--- config.mk ---
export PLATFORM = sky130hd
export DESIGN_NAME = seq_divider_16bit
export DESIGN_NICKNAME = d
export VERILOG_FILES = /design/src/rtl/seq_divider_16bit.sv
export SDC_FILE = /design/constraint.sdc
export NUM_CORES = 1
export LEC_CHECK = 0
export CORE_UTILIZATION = 54
export DETAILED_ROUTE_END_ITERATION = 7
export PLACE_DENSITY = 0.8
export SETUP_SLACK_MARGIN = 0.2
export SLEW_MARGIN = 5
export SYNTH_ARGS = -nofsm -noshare
export SYNTH_HDL_FRONTEND = slang
export SYNTH_SLANG_ARGS = --single-unit
--- constraint.sdc ---
create_clock -name clk -period 3.1 [get_ports clk]
set_input_delay 0.465 -clock clk [delete_from_list [all_inputs] [get_ports clk]]
set_output_delay 0.465 -clock clk [all_outputs]
set_load 0.03 [all_outputs]
--- src/rtl/seq_divider_16bit.sv ---
// Multi-cycle unsigned restoring divider: one quotient bit per clock after a start pulse,
// with a one-cycle done pulse and results held until the next completion.
module seq_divider_16bit #(
   parameter int WIDTH = 16
) (
   input  logic             clk,
   input  logic             rst,
   input  logic             start_i,
   input  logic [WIDTH-1:0] dividend_i,
   input  logic [WIDTH-1:0] divisor_i,
   output logic             busy_o,
   output logic             done_o,
   output logic [WIDTH-1:0] quotient_o,
   output logic [WIDTH-1:0] remainder_o,
   output logic             div_by_zero_o
);

   localparam int CW = $clog2(WIDTH);

   typedef enum logic [1:0] {IDLE, RUN, DONE} state_t;

   state_t           state_q;
   logic [CW-1:0]    cnt_q;
   logic [WIDTH:0]   rem_q;
   logic [WIDTH-1:0] quo_q;
   logic [WIDTH-1:0] dsr_q;
   logic [WIDTH-1:0] quotient_q;
   logic [WIDTH-1:0] remainder_q;
   logic             busy_q;
   logic             done_q;
   logic             dbz_q;

   logic [WIDTH:0]   remShift_d;
   logic [WIDTH:0]   trial_d;
   logic [WIDTH:0]   rem_d;
   logic [WIDTH-1:0] quo_d;

   // One restoring step: shift {R,Q} left, trial-subtract, keep the result only if non-negative.
   always_comb begin
      remShift_d = {rem_q[WIDTH-1:0], quo_q[WIDTH-1]};
      trial_d    = remShift_d - {1'b0, dsr_q};
      rem_d      = remShift_d;
      quo_d      = {quo_q[WIDTH-2:0], 1'b0};
      if (!trial_d[WIDTH]) begin
         rem_d = trial_d;
         quo_d = {quo_q[WIDTH-2:0], 1'b1};
      end
   end

   // Control FSM with registered status outputs and result registers.
   always_ff @(posedge clk or posedge rst) begin
      if (rst) begin
         state_q     <= IDLE;
         cnt_q       <= '0;
         rem_q       <= '0;
         quo_q       <= '0;
         dsr_q       <= '0;
         quotient_q  <= '0;
         remainder_q <= '0;
         busy_q      <= 1'b0;
         done_q      <= 1'b0;
         dbz_q       <= 1'b0;
      end else begin
         case (state_q)
            IDLE, DONE: begin
               done_q <= 1'b0;
               if (start_i) begin
                  if (divisor_i != '0) begin
                     dsr_q   <= divisor_i;
                     rem_q   <= '0;
                     quo_q   <= dividend_i;
                     cnt_q   <= '0;
                     busy_q  <= 1'b1;
                     state_q <= RUN;
                  end else begin
                     // Zero divisor resolves immediately without spending RUN cycles.
                     quotient_q  <= '1;
                     remainder_q <= dividend_i;
                     dbz_q       <= 1'b1;
                     done_q      <= 1'b1;
                     state_q     <= DONE;
                  end
               end else begin
                  state_q <= IDLE;
               end
            end
            RUN: begin
               rem_q <= rem_d;
               quo_q <= quo_d;
               cnt_q <= cnt_q + CW'(1);
               if (cnt_q == CW'(WIDTH - 1)) begin
                  quotient_q  <= quo_d;
                  remainder_q <= rem_d[WIDTH-1:0];
                  dbz_q       <= 1'b0;
                  busy_q      <= 1'b0;
                  done_q      <= 1'b1;
                  state_q     <= DONE;
               end
            end
            default: begin
               busy_q  <= 1'b0;
               done_q  <= 1'b0;
               state_q <= IDLE;
            end
         endcase
      end
   end

   assign busy_o        = busy_q;
   assign done_o        = done_q;
   assign quotient_o    = quotient_q;
   assign remainder_o   = remainder_q;
   assign div_by_zero_o = dbz_q;

endmodule

# After elaboration in Yosys (flattened, before gate mapping)

Cells that the tools add are included.

Bits in latches: 0
Logic and storage cells: 61
Bits in read-only memories: 0
RAM bits: 0
Memories: 0
Input port bits: 35
Register bits after elaboration: 89
Output and inout port bits: 35

Eq/ne operators: 7
Divide/modulo/power cells: 0
$add $sub $neg: 2
Shifts and indexed selects: 0
Magnitude comparators: 0
Mux-type cells: 34
Multiply operators: 0
Reduce and logical (&&, ||, !) cells: 8
Bitwise logic cells: 0

Operators with widths:

| cell                                                            | number |
|---|---|
| 16-bit 2-to-1 mux                                               | 11 |
| 16-bit one-hot mux with 2 select lines                          | 4 |
| 17-bit by 16-bit subtractor with 17-bit output                  | 1 |
| 16-bit nonzero test                                             | 1 |
| 1-bit 2-to-1 mux                                                | 9 |
| 3-bit AND reduction                                             | 3 |
| 4-bit 2-to-1 mux                                                | 2 |
| 2-bit inequality test, second input constant                    | 4 |
| 4-bit one-hot mux with 2 select lines                           | 1 |
| 2-bit 2-to-1 mux                                                | 3 |
| 1-bit one-hot mux with 2 select lines                           | 3 |
| 4-bit by 1-bit adder with 4-bit output, second input constant   | 1 |
| 4-bit == test, second input constant                            | 1 |
| 2-bit one-hot mux with 2 select lines                           | 1 |
| 4-bit AND reduction                                             | 1 |
| 2-bit by 1-bit == test with 1-bit output, second input constant | 1 |
| 2-bit == test, second input constant                            | 1 |
| 2-bit zero test                                                 | 1 |
| 2-bit nonzero test                                              | 1 |
| 2-bit OR reduction                                              | 1 |

# Logic depth before layout (Yosys ltp)

Depth in word-level cells: 4
Depth in mapped cells: 13
Gate-level depth less buffers: 11

# Least setup slack after synthesis

Ideal clock, no wire load.

Path type: register to register
Start point: reg quo_q[15]
End point: reg remainder_q[1], in the netlist remainder_o[1]
Stages on the path, launching flop included: 14
Setup time: 127 ps
Buffers on the path: 2
Period minus slack after synthesis: 2638 ps
Path slack: 462 ps
Data arrival time: 2511 ps
Data required time: 2973 ps
Cell sequence: dfrtp_1 -> inv_1 -> ha_1 -> inv_1 -> fa_1 -> a211oi_2 -> o21ai_2 -> a31oi_2 -> o31a_1 -> xnor2_2 -> buf_6 -> buf_12 -> mux2i_1 -> o21ai_1

Word-level cells in the longest chain between the ends: 4

RTL lines:

| item                                           | RTL line | RTL |
|---|---|---|
| from (decl)                                    | 25       | `logic [WIDTH-1:0] quo_q;` |
| from (signal assigned)                         | 71       | `quo_q <= dividend_i;` |
| from (signal assigned)                         | 89       | `quo_q <= quo_d;` |
| 17-bit by 16-bit subtractor with 17-bit output | 41       | `trial_d = remShift_d - {1'b0, dsr_q};` |
| 16-bit 2-to-1 mux                              | 44       | `if (!trial_d[WIDTH]) begin` |
| 16-bit 2-to-1 mux                              | 91       | `if (cnt_q == CW'(WIDTH - 1)) begin` |
| 16-bit one-hot mux with 2 select lines         | 64       | `case (state_q)` |
| to (signal assigned)                           | 78       | `remainder_q <= dividend_i;` |
| to (signal assigned)                           | 93       | `remainder_q <= rem_d[WIDTH-1:0];` |
| to (decl)                                      | 28       | `logic [WIDTH-1:0] remainder_q;` |

Every way passes these cells. The select of a mux whose other input is x is not followed.
A chain may end at the register's enable or synchronous reset.

# Worst setup path in the final report

Start point: reg quo_q[15]
End point: reg remainder_q[0], in the netlist remainder_o[0]

Word-level cells in the longest chain between the ends: 4

RTL lines:

| item                                           | RTL line |
|---|---|
| 17-bit by 16-bit subtractor with 17-bit output | 41 |
| 16-bit 2-to-1 mux (*)                          | 44 |
| 16-bit 2-to-1 mux (*)                          | 91 |
| 16-bit one-hot mux with 2 select lines (*)     | 64 |

Every way passes the cells marked *; elsewhere a longest branch is shown, timed or not. The select of a mux whose other input is x is not followed.

==> metrics.md <==
| Metric | Value |
|---|---|
| Seq cells post-synth | `88` |
| CTS tree | `yes` |
| Vias | `3966` |
| DR WL/cell | `16.6 microns` |
| Final hold slack | `0.420 ns` |
| Cells after Synth | `502` |
| Main synth FF type | `dfrtp_1` |
| H-tree Lvls | `3` |
| Starting Density | `0.561` |
| Multi-input combinational cell area | `0.00226 sq mm` |
| Async SR Flop Fraction | `1.00` |
| Clock transition at the registers of the reported paths | `0.10 ns` |
| Final Hold Fails | `0` |
| Endpoints failing setup | `0` |
| Post-DP HPWL | `7.83 mm` |
| CP Capture Type | `flip-flop` |
| Buffers on Ports | `69` |
| Nets | `619` |
| Setup crit start kind | `flip-flop` |
| Vias in the first global route | `3812` |
| Commonest non-fill, non-tap cell in the layout | `dfrtp_1` |
| Worst-Skew Late Latency | `0.37 ns` |
| Max-cap violations | `0` |
| Worst-path fanout max | `7` |
| Pins over their slew limit | `0` |
| Worst min path class | `in2async` |
| Post-synth EDFFs | `0` |
| Clock Path Buffers | `2` |
| Status | `complete, no violations` |
| DR vias/cell | `5.87` |
| Yosys Warn Count | `0` |
| Post-DRT Antenna Nets | `0` |
| Syn avg cell area | `9.28 sq um` |
| Fmax | `0.351 GHz` |
| Critical path's largest stage delay | `0.40 ns` |
| Worst path required time | `3.40 ns` |
| First-pass GRT wire length | `18.5 mm` |
| Worst reg2reg setup slack | `0.25 ns` |
| Worst Clk Skew | `0.00950 ns` |
| Placed instance count | `653` |
| GPL Wtd Cong | `0.946` |
| Total gr overflow | `0` |
| Layout Area Growth over Synthesis | `23.8%` |
| Crit path DAT | `3.15 ns` |
| Buf+Inv Stages, Crit Path | `3` |
| Minimum clock period | `2.85 ns` |
| Finished Layout Cells | `676` |
| Critical path type | `reg2reg` |
| 1st-pass router iterations | `5` |
| Sink Count | `88` |
| Clock Tree Root | `clkbuf_8` |
| Relative slew slack | `0.525` |
| Netlist cell types | `61` |
| Setup TNS | `0 ns` |
| CP top delay family | `compound AO/OA/AOI/OAI gates` |
| Cell chain of the critical path | `inv_2 > ha_4 > inv_1 > fa_2 > a211oi_2 > o21ai_2 > a31oi_2 > o31a_1 > xnor2_4 > buf_12 > mux2_4 > a21oi_1` |
| Clock buffer count from CTS | `9` |
| Gr usage total | `0.269` |
| Reg area | `0.00220 sq mm` |
| Initial DRC Count | `267` |
| Core area | `0.00830 sq mm` |
| Layout cell share with drive strength beyond 1 | `0.110` |
| Seq/Total Area, Yosys | `0.473` |
| Worst path slowest cell | `dfrtp_1` |
| Most frequent cells in the layout | `88 x dfrtp_1, 75 x nand2_1, 69 x clkdlybuf4s50_1` |
| Final wirelength | `11.2 mm` |
| Die X | `94.9 microns` |
| Mapped Nets | `555` |
| Ant diodes | `0` |
| Post-cts hold buffer count | `0` |
| Largest net degree at the start of global routing | `39` |
| Worst slew pin tran | `0.711 ns` |
| Antenna violations before repair | `0` |
| DRC | `0` |
| # rows | `33` |
| RSZ-0062 raised after global routing | `no` |
| Synth Cell Area | `0.00466 sq mm` |
| Die area | `0.00900 sq mm` |
| Chip height | `94.9 microns` |
| Period utilization | `0.919` |
| Number of fill cells | `617` |
| Top-level I/O count | `70` |
registers in the layout, summed over array words and instances, names as in the netlist:
name and count:
div_by_zero_o 1, state_q 2, cnt_q 4, busy_o 1, quotient_o 16, rem_q 16, quo_q 16, remainder_o 16
dsr_q 16
cell usage after synthesis (all sizes together) (2+ instances only):
| cell | n | area, sq um |
|---|---|---|
| nand2b | 4 | 25.0 |
| and4 | 2 | 18.8 |
| clkbuf | 16 | 60.1 |
| or3 | 2 | 12.5 |
| nor3 | 2 | 10.0 |
| nor4 | 6 | 37.5 |
| dfrtp | 88 | 2200 |
| xnor2 | 6 | 60.1 |
| a211o | 2 | 17.5 |
| a21o | 4 | 30.0 |
| inv | 21 | 78.8 |
| nand3 | 21 | 105 |
| o21ai | 52 | 264 |
| a211oi | 4 | 35.0 |
| o31ai | 2 | 20.0 |
| a31oi | 20 | 131 |
| or2 | 2 | 12.5 |
| xor2 | 7 | 61.3 |
| nand4 | 2 | 27.5 |
| o21a | 3 | 22.5 |
| a22oi | 11 | 82.6 |
| ha | 17 | 213 |
| nand3b | 3 | 22.5 |
| nor3b | 2 | 25.0 |
| buf | 15 | 116 |
| a21oi | 31 | 166 |
| nand2 | 75 | 282 |
| nor2 | 46 | 173 |
| mux2i | 15 | 150 |
| o211ai | 3 | 22.5 |
per-layer routing:
metal / vias to the layer above / GRT usage / routed length, microns
li1: 1898 / - / -
met1: 1905 / 0.381 / 5240
met2: 145 / 0.417 / 5190
met3: 18 / 0.0427 / 639
met4: 0 / 0.0972 / 180
met5: - / 0 / 0
worst paths after layout:
| kind | from | to | cells past startpoint |
|---|---|---|---|
| setup / recovery | quo_q[15]$_DFFE_PP0P_ | remainder_o[0]$_DFFE_PP0P_ | 12 |
| hold / removal | rst | quotient_o[12]$_DFFE_PP0P_ | 2 |
| setup reg to reg | quo_q[15]$_DFFE_PP0P_ | remainder_o[0]$_DFFE_PP0P_ | 12 |
| hold reg to reg | div_by_zero_o$_DFFE_PP0P_ | div_by_zero_o$_DFFE_PP0P_ | 2 |
| max in group asynchronous | rst | quo_q[15]$_DFFE_PP0P_ | 3 |
| min in group clk | div_by_zero_o$_DFFE_PP0P_ | div_by_zero_o$_DFFE_PP0P_ | 2 |
cells by family (layout without fill, tap and decap cells):
group | count (synthesis) | in the layout | synth area share
xor gates and xnor gates | 13 | 13 | 0.0260
adders and majority gates | 18 | 18 | 0.0499
and+or+nand+nor | 171 | 171 | 0.168
muxes | 16 | 16 | 0.0354
DFF | 88 | 88 | 0.473
buffers and inverters | 54 | 123 | 0.0593
AOI/OAI and AO/OA | 142 | 142 | 0.189
area by class of cell:
cell class | instances | share of cell area
Clock buffer | 9 | 0.0215
Inverter | 21 | 0.0139
Timing Repair Buffer | 86 | 0.151
Tap cell | 105 | 0.0228
Clock inverter | 7 | 0.0178
Sequential cell | 88 | 0.382
Multi-Input combinational cell | 360 | 0.391
repair_timing:
action                     4_1_cts  5_1_grt
setup endpoints to repair       25       29
setup buffers                    3        3
resized for setup                3       20
gates cloned                     1        0
pin swaps                        4        7
per-stage QoR:
| stage | area [sq um] | worst slack, ns | util |
|---|---|---|---|
| floorplan | 4660 | 0.356 | - |
| global placement | 5390 | 0.258 | 0.649 |
| detailed placement | 5390 | 0.114 | 0.649 |
| CTS | 5690 | 0.207 | 0.685 |
| global route | 5770 | 0.179 | 0.695 |
| finish | 5770 | 0.252 | 0.695 |
Power is not shown: default switching activity piles up to over one toggle a cycle in this logic, so the estimate is an artifact.
